`src/rtl/serial_frame_tx.sv`:
```
// Parallel-to-serial framed transmitter: start bit, data LSB first, optional parity, stop bits.
// Every output except in_ready is driven from a flop loaded with the value for the next state.
module serial_frame_tx #(
  parameter int WIDTH  = 8,
  parameter int DIV    = 16,
  parameter int PARITY = 0,
  parameter int STOP   = 1
) (
  input  logic             clk,
  input  logic             rst,
  input  logic [WIDTH-1:0] in_data,
  input  logic             in_valid,
  output logic             in_ready,
  output logic             tx,
  output logic             busy,
  output logic             bit_strobe
);

  localparam int CNT_W = $clog2(DIV);
  localparam int BIT_W = $clog2(WIDTH + 1);

  typedef enum logic [2:0] {
    S_IDLE,
    S_START,
    S_DATA,
    S_PAR,
    S_STOP
  } state_t;

  state_t             state, state_nxt;
  logic [CNT_W-1:0]   cyc, cyc_nxt;
  logic [BIT_W-1:0]   bit_idx, bit_nxt;
  logic [WIDTH-1:0]   shift_reg, shift_nxt;
  logic               par_bit, par_nxt;
  logic               tx_nxt;
  logic               busy_nxt;
  logic               strobe_nxt;
  logic               cyc_last;
  logic               data_last;
  logic               stop_last;
  logic               accept;

  function automatic logic parity_of(input logic [WIDTH-1:0] w);
    return (^w) ^ (PARITY == 2);
  endfunction

  assign cyc_last  = (cyc == CNT_W'(DIV - 1));
  assign data_last = (bit_idx == BIT_W'(WIDTH - 1));
  assign stop_last = (bit_idx == BIT_W'(STOP - 1));

  // Ready is decoded from state and counters only, never from in_valid.
  assign in_ready = (state == S_IDLE) || ((state == S_STOP) && cyc_last && stop_last);
  assign accept   = in_valid && in_ready;

  always_comb begin
    state_nxt = state;
    cyc_nxt   = '0;
    bit_nxt   = bit_idx;
    shift_nxt = shift_reg;
    par_nxt   = par_bit;

    if (state != S_IDLE) begin
      cyc_nxt = cyc_last ? '0 : cyc + 1'b1;
    end

    // Parity is taken from the word as it is latched, so later in_data changes cannot leak in.
    if (accept) begin
      shift_nxt = in_data;
      par_nxt   = parity_of(in_data);
    end

    case (state)
      S_IDLE: begin
        if (accept) begin
          state_nxt = S_START;
          bit_nxt   = '0;
        end
      end
      S_START: begin
        if (cyc_last) begin
          state_nxt = S_DATA;
          bit_nxt   = '0;
        end
      end
      S_DATA: begin
        if (cyc_last) begin
          shift_nxt = shift_reg >> 1;
          if (data_last) begin
            bit_nxt   = '0;
            state_nxt = (PARITY != 0) ? S_PAR : S_STOP;
          end else begin
            bit_nxt = bit_idx + 1'b1;
          end
        end
      end
      S_PAR: begin
        if (cyc_last) begin
          state_nxt = S_STOP;
          bit_nxt   = '0;
        end
      end
      S_STOP: begin
        if (cyc_last) begin
          if (stop_last) begin
            bit_nxt   = '0;
            state_nxt = accept ? S_START : S_IDLE;
          end else begin
            bit_nxt = bit_idx + 1'b1;
          end
        end
      end
      default: begin
        state_nxt = S_IDLE;
        bit_nxt   = '0;
      end
    endcase

    case (state_nxt)
      S_START: tx_nxt = 1'b0;
      S_DATA:  tx_nxt = shift_nxt[0];
      S_PAR:   tx_nxt = par_nxt;
      default: tx_nxt = 1'b1;
    endcase

    busy_nxt   = (state_nxt != S_IDLE);
    strobe_nxt = (state_nxt != S_IDLE) && (cyc_nxt == '0);
  end

  // Control registers
  always_ff @(posedge clk or posedge rst) begin
    if (rst) begin
      state      <= S_IDLE;
      cyc        <= '0;
      bit_idx    <= '0;
      tx         <= 1'b1;
      busy       <= 1'b0;
      bit_strobe <= 1'b0;
    end else begin
      state      <= state_nxt;
      cyc        <= cyc_nxt;
      bit_idx    <= bit_nxt;
      tx         <= tx_nxt;
      busy       <= busy_nxt;
      bit_strobe <= strobe_nxt;
    end
  end

  // Data registers
  always_ff @(posedge clk) begin
    shift_reg <= shift_nxt;
    par_bit   <= par_nxt;
  end

endmodule

```
`config.mk`:
```
export PLATFORM = sky130hd
export DESIGN_NAME = serial_frame_tx
export DESIGN_NICKNAME = d
export VERILOG_FILES = /design/src/rtl/serial_frame_tx.sv
export SDC_FILE = /design/constraint.sdc
export NUM_CORES = 1
export LEC_CHECK = 0
export ABC_AREA = 1
export BUFFER_PORTS_ARGS = -buffer_cell sky130_fd_sc_hd__buf_2
export CAP_MARGIN = 20
export CORE_MARGIN = 2
export CORE_UTILIZATION = 45
export DETAILED_ROUTE_END_ITERATION = 10
export SLEW_MARGIN = 10
export SYNTH_ARGS = -nofsm -noshare
export SYNTH_HDL_FRONTEND = slang
export SYNTH_SLANG_ARGS = --single-unit
```
`constraint.sdc`:
```
create_clock -name clk -period 1.8 [get_ports clk]
set_input_delay 0.36 -clock clk [delete_from_list [all_inputs] [get_ports clk]]
set_output_delay 0.36 -clock clk [all_outputs]
set_load 0.01 [all_outputs]
```
==> out/metrics.yaml, run 1 <==
synth_fa_ha_area_share_pct: 2.809
slowest_delay_ns: 0.42
cts.path.max_buffers: 2
endpoint_kind: "output port"
firstDrtPassIters: 4
finish.utilization_pct: 56.14
vias: 1160
power_density_nw_per_um2: 537.4
synth_mux_area_share_pct: 0
synthXorXnorAreaFrac_pct: 7.210
crit_path_end: "in_ready"
area_growth_syn_to_layout_pct: 16.85
required_ns: 1.44
grt_pass1_wl_um: 4968
setup_slack_ns: 0.02189
largest_reg_flops: 8
fin_skew_ns: 0.003380
syn_area_per_cell_um2: 7.724
wl_met3_um: 101
worstRegToRegCells: 8
drtIter0Drc: 24
cap_violations: 0
grtUsageTotal_pct: 18.61
cts_tree: "yes"
setup_tns_ns: 0
max_slew_margin_pct: 64.45
synthSimpleGateAreaFrac_pct: 26.78
cp_max_fo: 2
status: "finished clean"
start_util_pct: 48.04
m1WireLength_um: 1165
synth_edf_count: 0
cts.sinks: 23
ys_ff_latch: 23
worst_slew_pin_slew_ns: 0.5326
postRouteAntennaNets: 0
synth_top_family_by_area: "simple AND/OR/NAND/NOR gates"
peakVddDrop_v: 0.0005521
hold_viol: 0
leakagePower_nw: 0.7706
min_period_ns: 1.778
arrival_ns: 1.42
ios: 15
nNetsFinal: 212
setup_viol: 0
drt-total-wl_um: 2704
synthFlopType: "dfrtp_1"
hpwl_um: 2070
worstPathCellList: "ha_4, nand3_4, o21bai_4, inv_1, nor2_1, buf_2"
slew_viol_final: 0
clock_latency_ns: 0.31
clock-root-buffer: "clkbuf_4"
worstSetupPathType: "register to output port"
ctsHoldBuffers: 0
drive_gt1_share_pct: 25.38
gr-total-overflow: 0
synth_cells: 173
yosysUniqueCellTypes: 34
numCtsBuffers: 3
pre_cts_slack_ns: 0.1694
grt_antenna_before_repair: 0
max_freq_mhz: 562.4
die-area_um2: 3422
synth-compound-area-share_pct: 14.98
dr_wl_met2_um: 1422
fin_crit_sh_pct: 98.78
r2r_end: "bit_strobe"
crit_start: "cyc[1]"
path_buf_inv: 2
wl_per_cell_um: 11.86
die_w_um: 58.50
gp_congestion: 0.8041
drcViolationCount: 0
die_h_um: 58.50
synthArstFlopShare_pct: 60.87
core_um2: 2781
worstReg2RegStart: "cyc[1]"
startpoint_type: "register"
diodes: 0
clk_pin_slew_ns: 0.13
rows: 19
netlist_area_um2: 1336
crit_cells: 6
htree_levels: 1
ys_seq_area_share_pct: 39.79
grt_start_max_net_pins: 15
yosysWarnings: 0
grt_pass1_vias: 1189
synth_nets: 187
hold_path_class: "input pin to async pin"
vias_per_cell: 5.088
cp_slowest_cell: "dfrtp_1"
reg2reg_setup_slack_ns: 0.14
dr.max_layer_used: "met4"
rsz0062_at_grt: "yes"
port_buffers: 14
total_power_mw: 0.8391
path_delay_family: "flip-flops"
worst min path at each step:
| stage | start | to | cells after the start |
|---|---|---|---|
| 3_3_place_gp | rst | bit_idx[3] | 2 |
| 5_1_grt | rst | bit_idx[0] | 2 |
| 2_1_floorplan | rst | bit_idx[0] | 1 |
| 4_1_cts | rst | bit_idx[0] | 2 |
| 6_report | rst | bit_idx[0] | 2 |
| 3_5_place_dp | rst | bit_idx[3] | 2 |
layout make-up:
class	count	area (um2)
Tap cell	31	38.79
Fill cell	275	1220
Sequential cell	23	531.8
Timing Repair Buffer	23	137.6
Inverter	25	93.84
Clock inverter	1	6.256
Multi-Input combinational cell	122	730.7
Clock buffer	3	22.52
where the power goes:
part	internal (mW)	switching, mW
sequential	0.514	0
combinational	0.0297	0.0448
clock	0.0863	0.164
through the flow:
step | cells | area, um2 | hold slack, ns
2_1_floorplan | 173 | 1336 | 0.2485
3_3_place_gp | 217 | 1441 | 0.4208
3_5_place_dp | 217 | 1441 | 0.4336
4_1_cts | 227 | 1550 | 0.07090
5_1_grt | 228 | 1562 | 0.09261
6_report | 228 | 1562 | 0.05521
metal layers:
layer	GRT usage [%]	vias up
met5	0	-
met1	20.58	536
met2	36.44	21
li1	-	601
met4	2.990	0
met3	3.956	2
Yosys cell counts, drive strengths merged (2+ instances only):
cell / n / area share (%)
nand2: 42 / 12
inv: 25 / 7.0
o21ai: 19 / 7.4
nor2: 16 / 5.8
nand3: 14 / 6.6
dfrtp: 13 / 24
dfxtp: 9 / 13
xnor2: 6 / 3.9
a21oi: 5 / 2.2
xor2: 5 / 3.3
ha: 3 / 2.8
a21boi: 2 / 1.4
clkbuf: 2 / 0.56
nand4: 2 / 0.94
layout by cell type, fill, tap and decap left out, drive strengths merged, types with 3 or more instances in the layout:
cell and count:
ha 3, clkbuf 3, xor2 5, xnor2 6, buf 23, a21oi 5, nor2 16, nand2 42
o21ai 19, dfxtp 9, nand3 14, dfrtp 13, inv 26
logic make-up after synthesis:
| family | after synthesis |
|---|---|
| AO/OA/AOI/OAI | 31 |
| XOR/XNOR | 11 |
| adder cells (fa/ha/maj) | 3 |
| buffers and inverters | 28 |
| flip-flops | 23 |
| AND/OR/NAND/NOR | 77 |
repair_timing:
item,CTS,global route
buffers inserted,6,1
endpoints found under the setup margin,1,2
cloned,0,0
pin swaps,3,3
resized for setup,9,2
Note: power is estimated with default switching activity, not from simulation.
==> run 2, diff against run 1 <==
CELL_PAD_IN_SITES_DETAIL_PLACEMENT = 1   (was unset)
CELL_PAD_IN_SITES_GLOBAL_PLACEMENT = 2   (was unset)
CORE_UTILIZATION = 33   (was 45)
PLACE_DENSITY_LB_ADDON = 0.1   (was unset)
==> out/metrics.yaml, run 2 (synthesis results as in run 1) <==
clockPowerShare_pct: 36.2
leakagePower_nw: 0.8021
clock_latency_ns: 0.27
startpoint_type: "register"
internal_power_mw: 0.6981
worst_slew_pin_slew_ns: 0.5807
final_cell_mix: "nand2_1 (39), inv_1 (21), buf_2 (14), buf_4 (14)"
grt_pass1_vias: 1294
worstPathCellList: "ha_4, nand3_4, o21bai_4, inv_1, nor2_1, buf_2"
cts.sinks: 23
path_buf_inv: 2
grtUsageTotal_pct: 16.97
pwr-share-comb_pct: 8.2
required_ns: 1.44
wl_per_cell_um: 12.77
pwr-share-seq_pct: 55.6
hold_viol: 0
cts.path.max_buffers: 2
vias_per_cell: 4.738
hold_path_class: "input pin to async pin"
firstDrtPassIters: 4
start_util_pct: 33.89
port_buffers: 14
worstSetupPathType: "register to output port"
core_um2: 3943
gp_congestion: 0.8134
setup_viol: 0
hpwl_um: 2513
max_slew_margin_pct: 61.24
cts_tree: "yes"
power_density_nw_per_um2: 569.4
nNetsFinal: 217
grt_start_max_net_pins: 15
largest_reg_flops: 8
max_freq_mhz: 575.7
whs_ns: 0.1312
endpoint_kind: "output port"
die-area_um2: 4574
grt_pass1_wl_um: 5782
p_sw_share_pct: 24.33
drtIter0Drc: 61
htree_levels: 1
rows: 23
slowest_delay_ns: 0.40
min_period_ns: 1.737
arrival_ns: 1.38
grt_antenna_before_repair: 0
seq_area_um2: 531.8
drcViolationCount: 0
setup_slack_ns: 0.06304
drt-total-wl_um: 3217
cap_violations: 0
path_delay_family: "flip-flops"
numCtsBuffers: 3
drive_gt1_share_pct: 25.74
nFillCells: 491
postRouteAntennaNets: 0
ctsHoldBuffers: 0
die_h_um: 67.64
fin_cells: 252
fin_skew_ns: 0.005902
area_growth_syn_to_layout_pct: 21.25
cp_slowest_cell: "dfrtp_1"
pre_cts_slack_ns: 0.09648
dp.cells: 237
die_w_um: 67.64
peakVddDrop_v: 0.0003082
vias: 1194
final_common_cell: "nand2_1"
ios: 15
setup_tns_ns: 0
diodes: 0
fin_crit_sh_pct: 96.50
netSwitchingPower_mw: 0.2245
cp_max_fo: 4
rsz0062_at_grt: "yes"
clk_pin_slew_ns: 0.09
multi_input_area_um2: 710.7
gr-total-overflow: 0
status: "finished clean"
clock-root-buffer: "clkbuf_8"
slew_viol_final: 0
==> run 2: cell count changes in the layout (fill, tap and decap cells not counted), sizes merged <==
cell,change
clkinv,+1
inv,-1
buf,+5
==> run 2: what timing repair did <==
item                                    4_1_cts  5_1_grt
pin swaps                                     2        3
gates resized for setup                       2        4
setup buffers                                10        1
endpoints found under the setup margin        1        9
==> run 2: worst paths after layout <==
| kind | startpoint | endpoint | slack, ns | cells after the start |
|---|---|---|---|---|
| max | cyc[0] | in_ready | 0.06 | 6 |
| max in group asynchronous | rst | cyc[3] | 1.29 | 2 |
| min in group clk | in_data[1] | shift_reg[1] | 0.37 | 3 |
| min | rst | bit_idx[2] | 0.13 | 2 |
| max reg2reg | bit_idx[1] | bit_strobe | 0.16 | 8 |
| min reg2reg | shift_reg[4] | shift_reg[3] | 0.46 | 2 |
==> run 2: metal layers <==
| metal | track usage (%) | up-vias | wire length [um] |
|---|---|---|---|
| met5 | 0 | - | 0 |
| met4 | 7.398 | 0 | 68 |
| met3 | 2.333 | 7 | 74 |
| met2 | 31.13 | 14 | 1689 |
| met1 | 19.38 | 560 | 1386 |
| li1 | - | 613 | - |
==> run 2: power by group through the flow <==
stage / Sequential [mW] / Combinational (mW) / Clock (mW)
after global placement: 0.524 / 0.0734 / 0
after floorplan: 0.524 / 0.0488 / 0
final: 0.513 / 0.0755 / 0.334
after detailed placement: 0.524 / 0.0776 / 0
after CTS: 0.513 / 0.0778 / 0.346
after global routing: 0.513 / 0.0868 / 0.365
==> run 2: final cells by class <==
type,instances,area share [%]
clock inverters,1,0.3089
multi-input cells,122,43.86
inverters,25,5.792
flip-flops and latches,23,32.82
well taps,50,3.861
repair buffers,28,10.81
clock buffers,3,2.548
==> run 2: through the flow <==
stage	power (mW)	util [%]	instance area [um2]
after floorplan	0.5728	-	1336
after global placement	0.5975	37.35	1473
after detailed placement	0.6017	37.35	1473
after CTS	0.9373	40.75	1607
after global routing	0.9649	41.10	1620
final	0.9225	41.10	1620
